### src/rtl/mxv_stream_engine_pkg.sv
// mxv_stream_engine_pkg: shared defaults and FSM state type for the MxV stream engine
package mxv_stream_engine_pkg;
    localparam int MXV_DW    = 8;
    localparam int MXV_MAX_N = 8;
    typedef enum logic [2:0] {IDLE, LOAD_MAT, LOAD_VEC, COMPUTE, EMIT} mxv_state_t;
endpackage

### src/rtl/mxv_mat_ram.sv
// mxv_mat_ram: MAX_N*MAX_N x DW matrix store, synchronous write, asynchronous read
//   clk     in  clock
//   we_i    in  write enable
//   addr_i  in  shared read/write address r*MAX_N+c
//   wdata_i in  write data
//   rdata_o out read data for addr_i
module mxv_mat_ram #(
    parameter int DW    = 8,
    parameter int MAX_N = 8,
    parameter int AW    = 6
) (
    input  logic          clk,
    input  logic          we_i,
    input  logic [AW-1:0] addr_i,
    input  logic [DW-1:0] wdata_i,
    output logic [DW-1:0] rdata_o
);
    logic [DW-1:0] mem_q [MAX_N*MAX_N];
    always_ff @(posedge clk) begin
        if (we_i) mem_q[addr_i] <= wdata_i;
    end
    assign rdata_o = mem_q[addr_i];
endmodule

### src/rtl/mxv_stream_engine.sv
// mxv_stream_engine: loads an NxN matrix and N-vector over a byte stream, then streams out N dot products
//   clk, rst            clock, synchronous active-high reset
//   start, cfg_n        run request and matrix size (sampled in IDLE)
//   in_valid/in_data/in_ready     element input stream (matrix row-major, then vector)
//   out_valid/out_data/out_last/out_ready  result stream, out_last on the final row
//   busy, err           not-idle flag, one-cycle pulse on a rejected start
module mxv_stream_engine
    import mxv_stream_engine_pkg::*;
#(
    parameter int DW    = MXV_DW,
    parameter int MAX_N = MXV_MAX_N,
    parameter int NW    = $clog2(MAX_N + 1),
    parameter int ACC_W = 2 * DW + $clog2(MAX_N)
) (
    input  logic             clk,
    input  logic             rst,
    input  logic             start,
    input  logic [NW-1:0]    cfg_n,
    input  logic             in_valid,
    input  logic [DW-1:0]    in_data,
    output logic             in_ready,
    output logic             out_valid,
    output logic [ACC_W-1:0] out_data,
    output logic             out_last,
    input  logic             out_ready,
    output logic             busy,
    output logic             err
);
    localparam int IW = (MAX_N > 1) ? $clog2(MAX_N) : 1;
    localparam int AW = (MAX_N > 1) ? $clog2(MAX_N * MAX_N) : 1;
    localparam logic [NW-1:0] N_ONE = 1;
    localparam logic [IW-1:0] I_ONE = 1;

    mxv_state_t state_q, state_d;
    logic [IW-1:0] nm1_q, nm1_d, r_q, r_d, c_q, c_d;
    logic [ACC_W-1:0] acc_q, acc_d, out_data_q, out_data_d;
    logic out_valid_q, out_valid_d, out_last_q, out_last_d;
    logic in_ready_q, in_ready_d, err_q, err_d;
    logic [DW-1:0] v_q [MAX_N];
    logic [DW-1:0] m_rd;
    logic [AW-1:0] addr;
    logic [ACC_W-1:0] acc_sum;
    logic hs_in, last_c, last_r, cfg_ok, m_we;

    assign hs_in   = in_valid & in_ready_q;
    assign last_c  = c_q == nm1_q;
    assign last_r  = r_q == nm1_q;
    assign cfg_ok  = (cfg_n != '0) && (cfg_n <= NW'(MAX_N));
    assign addr    = AW'(r_q) * AW'(MAX_N) + AW'(c_q);
    assign acc_sum = acc_q + ACC_W'(m_rd) * ACC_W'(v_q[c_q]);
    assign m_we    = !rst && state_q == LOAD_MAT && hs_in;

    mxv_mat_ram #(.DW(DW), .MAX_N(MAX_N), .AW(AW)) u_ram (
        .clk    (clk),
        .we_i   (m_we),
        .addr_i (addr),
        .wdata_i(in_data),
        .rdata_o(m_rd)
    );

    always_comb begin
        state_d     = state_q;
        nm1_d       = nm1_q;
        r_d         = r_q;
        c_d         = c_q;
        acc_d       = acc_q;
        out_data_d  = out_data_q;
        out_valid_d = out_valid_q;
        out_last_d  = out_last_q;
        err_d       = 1'b0;
        case (state_q)
            IDLE: if (start) begin
                err_d = !cfg_ok;
                if (cfg_ok) begin
                    nm1_d   = IW'(cfg_n - N_ONE);
                    r_d     = '0;
                    c_d     = '0;
                    state_d = LOAD_MAT;
                end
            end
            LOAD_MAT: if (hs_in) begin
                c_d = last_c ? '0 : c_q + I_ONE;
                r_d = !last_c ? r_q : last_r ? '0 : r_q + I_ONE;
                state_d = (last_c && last_r) ? LOAD_VEC : LOAD_MAT;
            end
            LOAD_VEC: if (hs_in) begin
                c_d     = last_c ? '0 : c_q + I_ONE;
                acc_d   = '0;
                state_d = last_c ? COMPUTE : LOAD_VEC;
            end
            COMPUTE: begin
                acc_d = acc_sum;
                c_d   = c_q + I_ONE;
                if (last_c) begin
                    out_data_d  = acc_sum;
                    out_valid_d = 1'b1;
                    out_last_d  = last_r;
                    state_d     = EMIT;
                end
            end
            EMIT: if (out_ready) begin
                out_valid_d = 1'b0;
                acc_d       = '0;
                c_d         = '0;
                r_d         = out_last_q ? r_q : r_q + I_ONE;
                state_d     = out_last_q ? IDLE : COMPUTE;
            end
            default: state_d = IDLE;
        endcase
        in_ready_d = state_d == LOAD_MAT || state_d == LOAD_VEC;
    end

    always_ff @(posedge clk) begin
        if (rst) begin
            state_q     <= IDLE;
            nm1_q       <= '0;
            r_q         <= '0;
            c_q         <= '0;
            acc_q       <= '0;
            out_data_q  <= '0;
            out_valid_q <= 1'b0;
            out_last_q  <= 1'b0;
            in_ready_q  <= 1'b0;
            err_q       <= 1'b0;
        end else begin
            state_q     <= state_d;
            nm1_q       <= nm1_d;
            r_q         <= r_d;
            c_q         <= c_d;
            acc_q       <= acc_d;
            out_data_q  <= out_data_d;
            out_valid_q <= out_valid_d;
            out_last_q  <= out_last_d;
            in_ready_q  <= in_ready_d;
            err_q       <= err_d;
        end
    end

    // Vector storage is intentionally not reset; every entry read is written in the same run.
    always_ff @(posedge clk) begin
        if (!rst && state_q == LOAD_VEC && hs_in) v_q[c_q] <= in_data;
    end

    assign in_ready  = in_ready_q;
    assign out_valid = out_valid_q;
    assign out_data  = out_data_q;
    assign out_last  = out_last_q;
    assign busy      = state_q != IDLE;
    assign err       = err_q;
endmodule

### config.mk
export PLATFORM = sky130hd
export DESIGN_NAME = mxv_stream_engine
export DESIGN_NICKNAME = d
export VERILOG_FILES = /design/src/rtl/mxv_stream_engine_pkg.sv /design/src/rtl/mxv_mat_ram.sv /design/src/rtl/mxv_stream_engine.sv
export SDC_FILE = /design/constraint.sdc
export NUM_CORES = 1
export LEC_CHECK = 0
export CAP_MARGIN = 20
export CORE_MARGIN = 5
export CORE_UTILIZATION = 50
export CTS_CLUSTER_DIAMETER = 60
export DETAILED_ROUTE_END_ITERATION = 8
export DONT_BUFFER_PORTS = 1
export SETUP_SLACK_MARGIN = 0.02
export SYNTH_ARGS = -nofsm -noshare
export SYNTH_HDL_FRONTEND = slang
export SYNTH_HIERARCHICAL = 1
export SYNTH_SLANG_ARGS = --single-unit
### constraint.sdc
create_clock -name clk -period 11.5 [get_ports clk]
set_input_delay 2.875 -clock clk [delete_from_list [all_inputs] [get_ports clk]]
set_output_delay 2.875 -clock clk [all_outputs]
set_load 0.05 [all_outputs]
---- Word-level counts from Yosys, hierarchy flattened ----
Memories as Yosys holds them, arrays and structs flattened. A register that Yosys moved wholly into a read port is not among the register bits.
Cells that the tools add are included.
cells by class
  reduce and logical (&&, ||, !) cells .... 24
  $lt $le $gt $ge ......................... 1
  multiplexer cells ....................... 34
  add/subtract/negate cells ............... 5
  equal/unequal tests ..................... 17
  multipliers ............................. 1
  bitwise operators ....................... 3
operators by type and width
  cell                                                                    number
  19-bit one-hot mux with 3 select lines                                  1
  3-bit 2-to-1 mux                                                        18
  19-bit 2-to-1 mux                                                       2
  19-bit by 16-bit adder with 19-bit output                               1
  8-bit by 8-bit multiplier with 16-bit output                            1
  2-bit inequality test (second input constant)                           8
  3-bit one-hot mux with 5 select lines                                   1
  3-bit one-hot mux with 4 select lines                                   1
  3-bit by 2-bit equality test with 1-bit output (second input constant)  3
  3-bit one-hot mux with 3 select lines                                   1
  3-bit AND reduction                                                     3
  3-bit nonzero test                                                      3
  4-bit nonzero test                                                      2
  1-bit 2-to-1 mux                                                        7
  7-bit AND reduction                                                     1
  3-bit by 1-bit adder with 3-bit output (second input constant)          2
  6-bit by 3-bit adder with 6-bit output                                  1
  3-bit by 1-bit equality test with 1-bit output (second input constant)  2
  3-bit equality test                                                     2
  1-bit logical AND                                                       6
  5-bit AND reduction                                                     1
  4-bit less-or-equal comparator (second input constant)                  1
  2-bit 2-to-1 mux                                                        2
  3-bit equality test (second input constant)                             1
  12 further kinds                                                        14
storage, ports and cells
  output and inout port bits .............. 24
  memory bits (writable) .................. 576
  memories kept ........................... 2
  logic and storage cells ................. 97
  flip-flop bits (word level) ............. 54
  input port bits ......................... 17
memory list
  memory       words  width  rd ports  clocked after memory_dff  wr ports  RTL line                 text
  u_ram.mem_q  64     8      1         0                         1         mxv_mat_ram.sv:18        logic [DW-1:0] mem_q [MAX_N*MAX_N];
  v_q          8      8      1         1                         1         mxv_stream_engine.sv:39  logic [DW-1:0] v_q [MAX_N];

---- Longest topological paths before layout ----
  depth after elaboration ................. 7
  depth in mapped cells ................... 27

---- Modules after synthesis ----
The synthesis kept the hierarchy.
by module, submodules not included
  module             instances  cells each  area each (µm²)
  mxv_mat_ram        1          1,163       20,289.5
  mxv_stream_engine  1          719         7,557.2

---- Least setup slack after synthesis ----
Ideal clock, no wire load.
  kind .................................... flip-flop to flip-flop
  start ................................... reg c_q[1]
  end ..................................... reg acc_q[15]
  setup slack ............................. 5,134 ps
  data arrival time ....................... 6,302 ps
  setup time .............................. 64 ps
  data required time ...................... 11,436 ps
  cell stages (with the launch flop) ...... 24
  path buffers ............................ 2
  cell sequence ........................... dfxtp_1 > buf_6 > buf_6 > mux2_1 > a221o_1 > a22oi_1 > o22ai_1 > or4b_1 > nor2b_1 > fa_1 > inv_1 > fa_1 > inv_1 > fa_1 > inv_1 > fa_1 > inv_1 > ha_1 > a21o_1 > a221oi_2 > o221ai_2 > and2_1 > or4_1 > nand4_1
between the ends
  word-level cells in the longest chain between the ends .. 5
RTL lines
  item                                          RTL line                  text
  from (decl)                                   mxv_stream_engine.sv:35   logic [IW-1:0] nm1_q, nm1_d, r_q, r_d, c_q, c_d;
  from (signal assigned)                        mxv_stream_engine.sv:118  c_q <= '0;
  from (signal assigned)                        mxv_stream_engine.sv:129  c_q <= c_d;
  6-bit by 3-bit adder with 6-bit output        mxv_stream_engine.sv:49   assign addr = AW'(r_q) * AW'(MAX_N) + AW'(c_q);
  memory 64 x 8 bit                             --
  named net m_rd[5]                             mxv_stream_engine.sv:40   logic [DW-1:0] m_rd;
  8-bit by 8-bit multiplier with 16-bit output  mxv_stream_engine.sv:50   assign acc_sum = acc_q + ACC_W'(m_rd) * ACC_W'(v_q[c_q]);
  19-bit by 16-bit adder with 19-bit output     mxv_stream_engine.sv:50
  19-bit one-hot mux with 3 select lines        mxv_stream_engine.sv:71   case (state_q)
  to (signal assigned)                          mxv_stream_engine.sv:119  acc_q <= '0;
  to (signal assigned)                          mxv_stream_engine.sv:130  acc_q <= acc_d;
  to (decl)                                     mxv_stream_engine.sv:36   logic [ACC_W-1:0] acc_q, acc_d, out_data_q, out_data_d;
The timed path passes the listed nets, and every way through them passes these cells.
A chain may end at the register's enable or synchronous reset.

---- Final worst setup path ----
  start ................................... reg c_q[2]
  end ..................................... reg acc_q[15]
The elaborated chain is that of the path after synthesis.

==> metrics.txt <==
status finished clean; Global Route Usage Sum 22.9%; Seq/Total Area, Yosys 66.2%; drt drc 0; die area 0.0605 mm²; clock sinks 633; htree depth 3; Final period util 70.8%; Port Buf Inserts 0; Max Cap Viol 0; Rows 86; Switch Pwr 997 µW; min-delay src acc_q[17]; Final Util 55.8%; Worst Clk Skew 0.0239 ns; filler instances 4417; Post-synth EDFFs 576; #FFs+latches synth 633; Worst setup SP type register; Die Ht 246 µm; Pwr Density 158 mW/mm²; r2r startpoint c_q[2]; vias in the first global route 16367; DRT Wirelength 69200 µm; P&R area growth vs syn 10.3%; warnings from Yosys 6; worst path arrival time 8.68 ns; hold buffer count at cts 0; worst relative slew slack 19.2%; leakage power 0.0101 µW; wire length on met1 28500 µm; WHS Endpoint acc_q[17]; Sum Neg Setup Slack 0 ns; Worst R2R Setup Slack 3.35 ns; Simple-Gate Fraction of Synth Area 8.20%; wire length on met2 32600 µm; Initial Util 50.5%; # IOs 41; Period minus WS final 8.15 ns; # Post-CTS Setup Buffers 0; worst-skew pair later-pin latency 0.61 ns; cts repair resizes 0; combinational share of power 3.6%; Die Wd 246 µm; Final Max Tran Viols 0; commonest non-fill, non-tap cell in the layout edfxtp_1; initial antenna violation count 1; CTS tree built; Mean Syn Cell Area 14.8 µm²; TritonCTS Buffers 68; largest net degree at the start of global routing 88; DP HPWL 43100 µm; post-synthesis adder-cell area fraction 5.57%; Synth Flop Type edfxtp_1; synth unique cells 74; Clk network pwr share 44.4%; CTS root buffer clkbuf_16; post-synthesis async set-or-reset flop share 0%; CTS clock-pin slew for the worst setup and hold paths 0.06 ns; Hold Crit Class reg -> reg; grt ovf 0; layout cell share with drive strength beyond 1 11.1%; mapped cell area 0.0278 mm²; core area 0.0551 mm²; nets 1980; largest family of logic cells by synthesized area compound AO/OA/AOI/OAI gates; class of the most critical setup path reg -> reg; Worst-Margin Slew 1.20 ns; DRT iter0 DRCs 1407; Reg2Reg Capture Point acc_q[15]; highest routed layer met4; Switching Fraction 20.6%; Worst EP required 12.03 ns; Clock Path Buffers 3; wire length per cell 25.9 µm; Post-Synth XOR/XNOR Area 0.660%; post-synthesis compound-gate area fraction 8.39%; length of routed met3 wiring 5490 µm; largest fanout on the critical path 87; CP Capture Type register; most frequent cells in the layout edfxtp_1 (576), nor2_1 (120), nand2_1 (114); drt first pass iters 6; Synth Instances 1882; syn_nets 1993; Hold Vio Cnt, Final 0; unrepaired setup endpoints after global routing no; Final setup viols 0; Vias 16229; Pint 3840 µW; hold path depth 2; Reg2Reg Depth 23; worst vdd ir 162 µV; area post-placement 0.0285 mm²; fin area 0.0307 mm²; Sequential Power Share 52.0%; mux cell area share after synthesis 7.69%; GP Congestion 0.840; Via density 6.08; FMAX 0.123 GHz; first-pass GRT wire length 104000 µm; antenna-violating nets left 0
metrics by stage:
step           hold WS [ns]  setup WS (ns)  power, µW  std cells
2_1_floorplan         0.432           5.13       2700       1882
3_3_place_gp          0.450           3.35       2740       2547
3_5_place_dp          0.464           3.31       2740       2547
4_1_cts               0.475           3.29       4880       2669
5_1_grt               0.494           2.96       5010       2669
6_report              0.475           3.35       4840       2670
Yosys cell counts, drive strengths merged, types with 11 or more instances:
cell type	n	share of area, %
edfxtp	576	62
nor2	122	1.7
nand2	114	1.5
inv	106	1.4
a21oi	71	1.3
mux2i	70	2.5
clkbuf	58	0.78
dfxtp	57	4.1
mux4	57	4.6
buf	53	1.1
a22oi	50	1.3
fa	50	3.6
nor2b	50	1.1
ha	44	2.0
nand2b	43	0.97
o21ai	27	0.49
a221oi	24	0.78
o22ai	24	0.54
a31oi	17	0.38
and2	17	0.39
a22o	15	0.47
nand3	15	0.27
mux2	14	0.57
nand3b	14	0.38
and3	13	0.29
xnor2	13	0.41
a221o	11	0.40
o22a	11	0.35
registers in the layout, indices dropped and copies added (netlist names), 3 cells and up, named ones only:
| signal | flops |
|---|---|
| out_data | 19 |
| u_ram/mem_q | 512 |
| state_q | 3 |
| acc_q | 19 |
| c_q | 3 |
| v_q | 64 |
| r_q | 3 |
| nm1_q | 3 |
logic make-up (layout without fill, tap and decap cells):
kind of cell	after synthesis	after routing
fa+ha+maj	94	94
mux	141	141
other cells	0	1
flops	633	633
buf+inv	217	256
simple gates	447	447
xor+xnor	21	21
compound gates	329	329
routing by layer:
layer,global-route usage (%),vias to the layer above
li1,-,7120
met1,30.8,8257
met2,36.8,702
met3,5.47,150
met4,8.19,0
met5,0,-
worst max-delay path by stage:
stage,endpoint,startpoint,cells past startpoint
detailed placement,acc_q[15],c_q[1],22
finish,acc_q[15],c_q[2],23
floorplan,acc_q[15],c_q[1],23
CTS,acc_q[15],c_q[2],23
global placement,out_data[14],c_q[1],22
global route,acc_q[15],c_q[2],23
worst max-delay path: stages, from the launching register on:
cell and delay (ns):
dfxtp_4 0.67, buf_12 0.46, inv_1 0.08, buf_4 0.31, mux4_2 0.40, a31oi_1 0.15
nor4_1 0.75, nand4_1 0.66, nor2b_1 0.36, fa_1 0.50, inv_1 0.05, fa_1 0.53
inv_1 0.05, fa_1 0.47, inv_1 0.05, fa_1 0.48, inv_1 0.04, ha_1 0.32
a21o_1 0.23, a221oi_2 0.41, o221ai_2 0.24, and2_1 0.23, or4_1 0.46, nand4_1 0.09
power by group through the flow:
stage,logic (µW),registers [µW],clock network (µW)
after floorplan,139,2560,0
after global placement,170,2570,0
after detailed placement,172,2570,0
after CTS,174,2520,2190
after global routing,197,2520,2300
final,174,2520,2150
area by class of cell:
type	count	area (µm²)	area share, %
clock inverters	34	330	1.08
clock buffers	88	1870	6.09
diodes	1	2.50	0.00815
flip-flops and latches	633	18400	60.1
inverters	106	398	1.30
well taps	748	936	3.05
multi-input cells	1032	8500	27.7
repair buffers	28	235	0.766
Power figures use the tool's default switching activity.
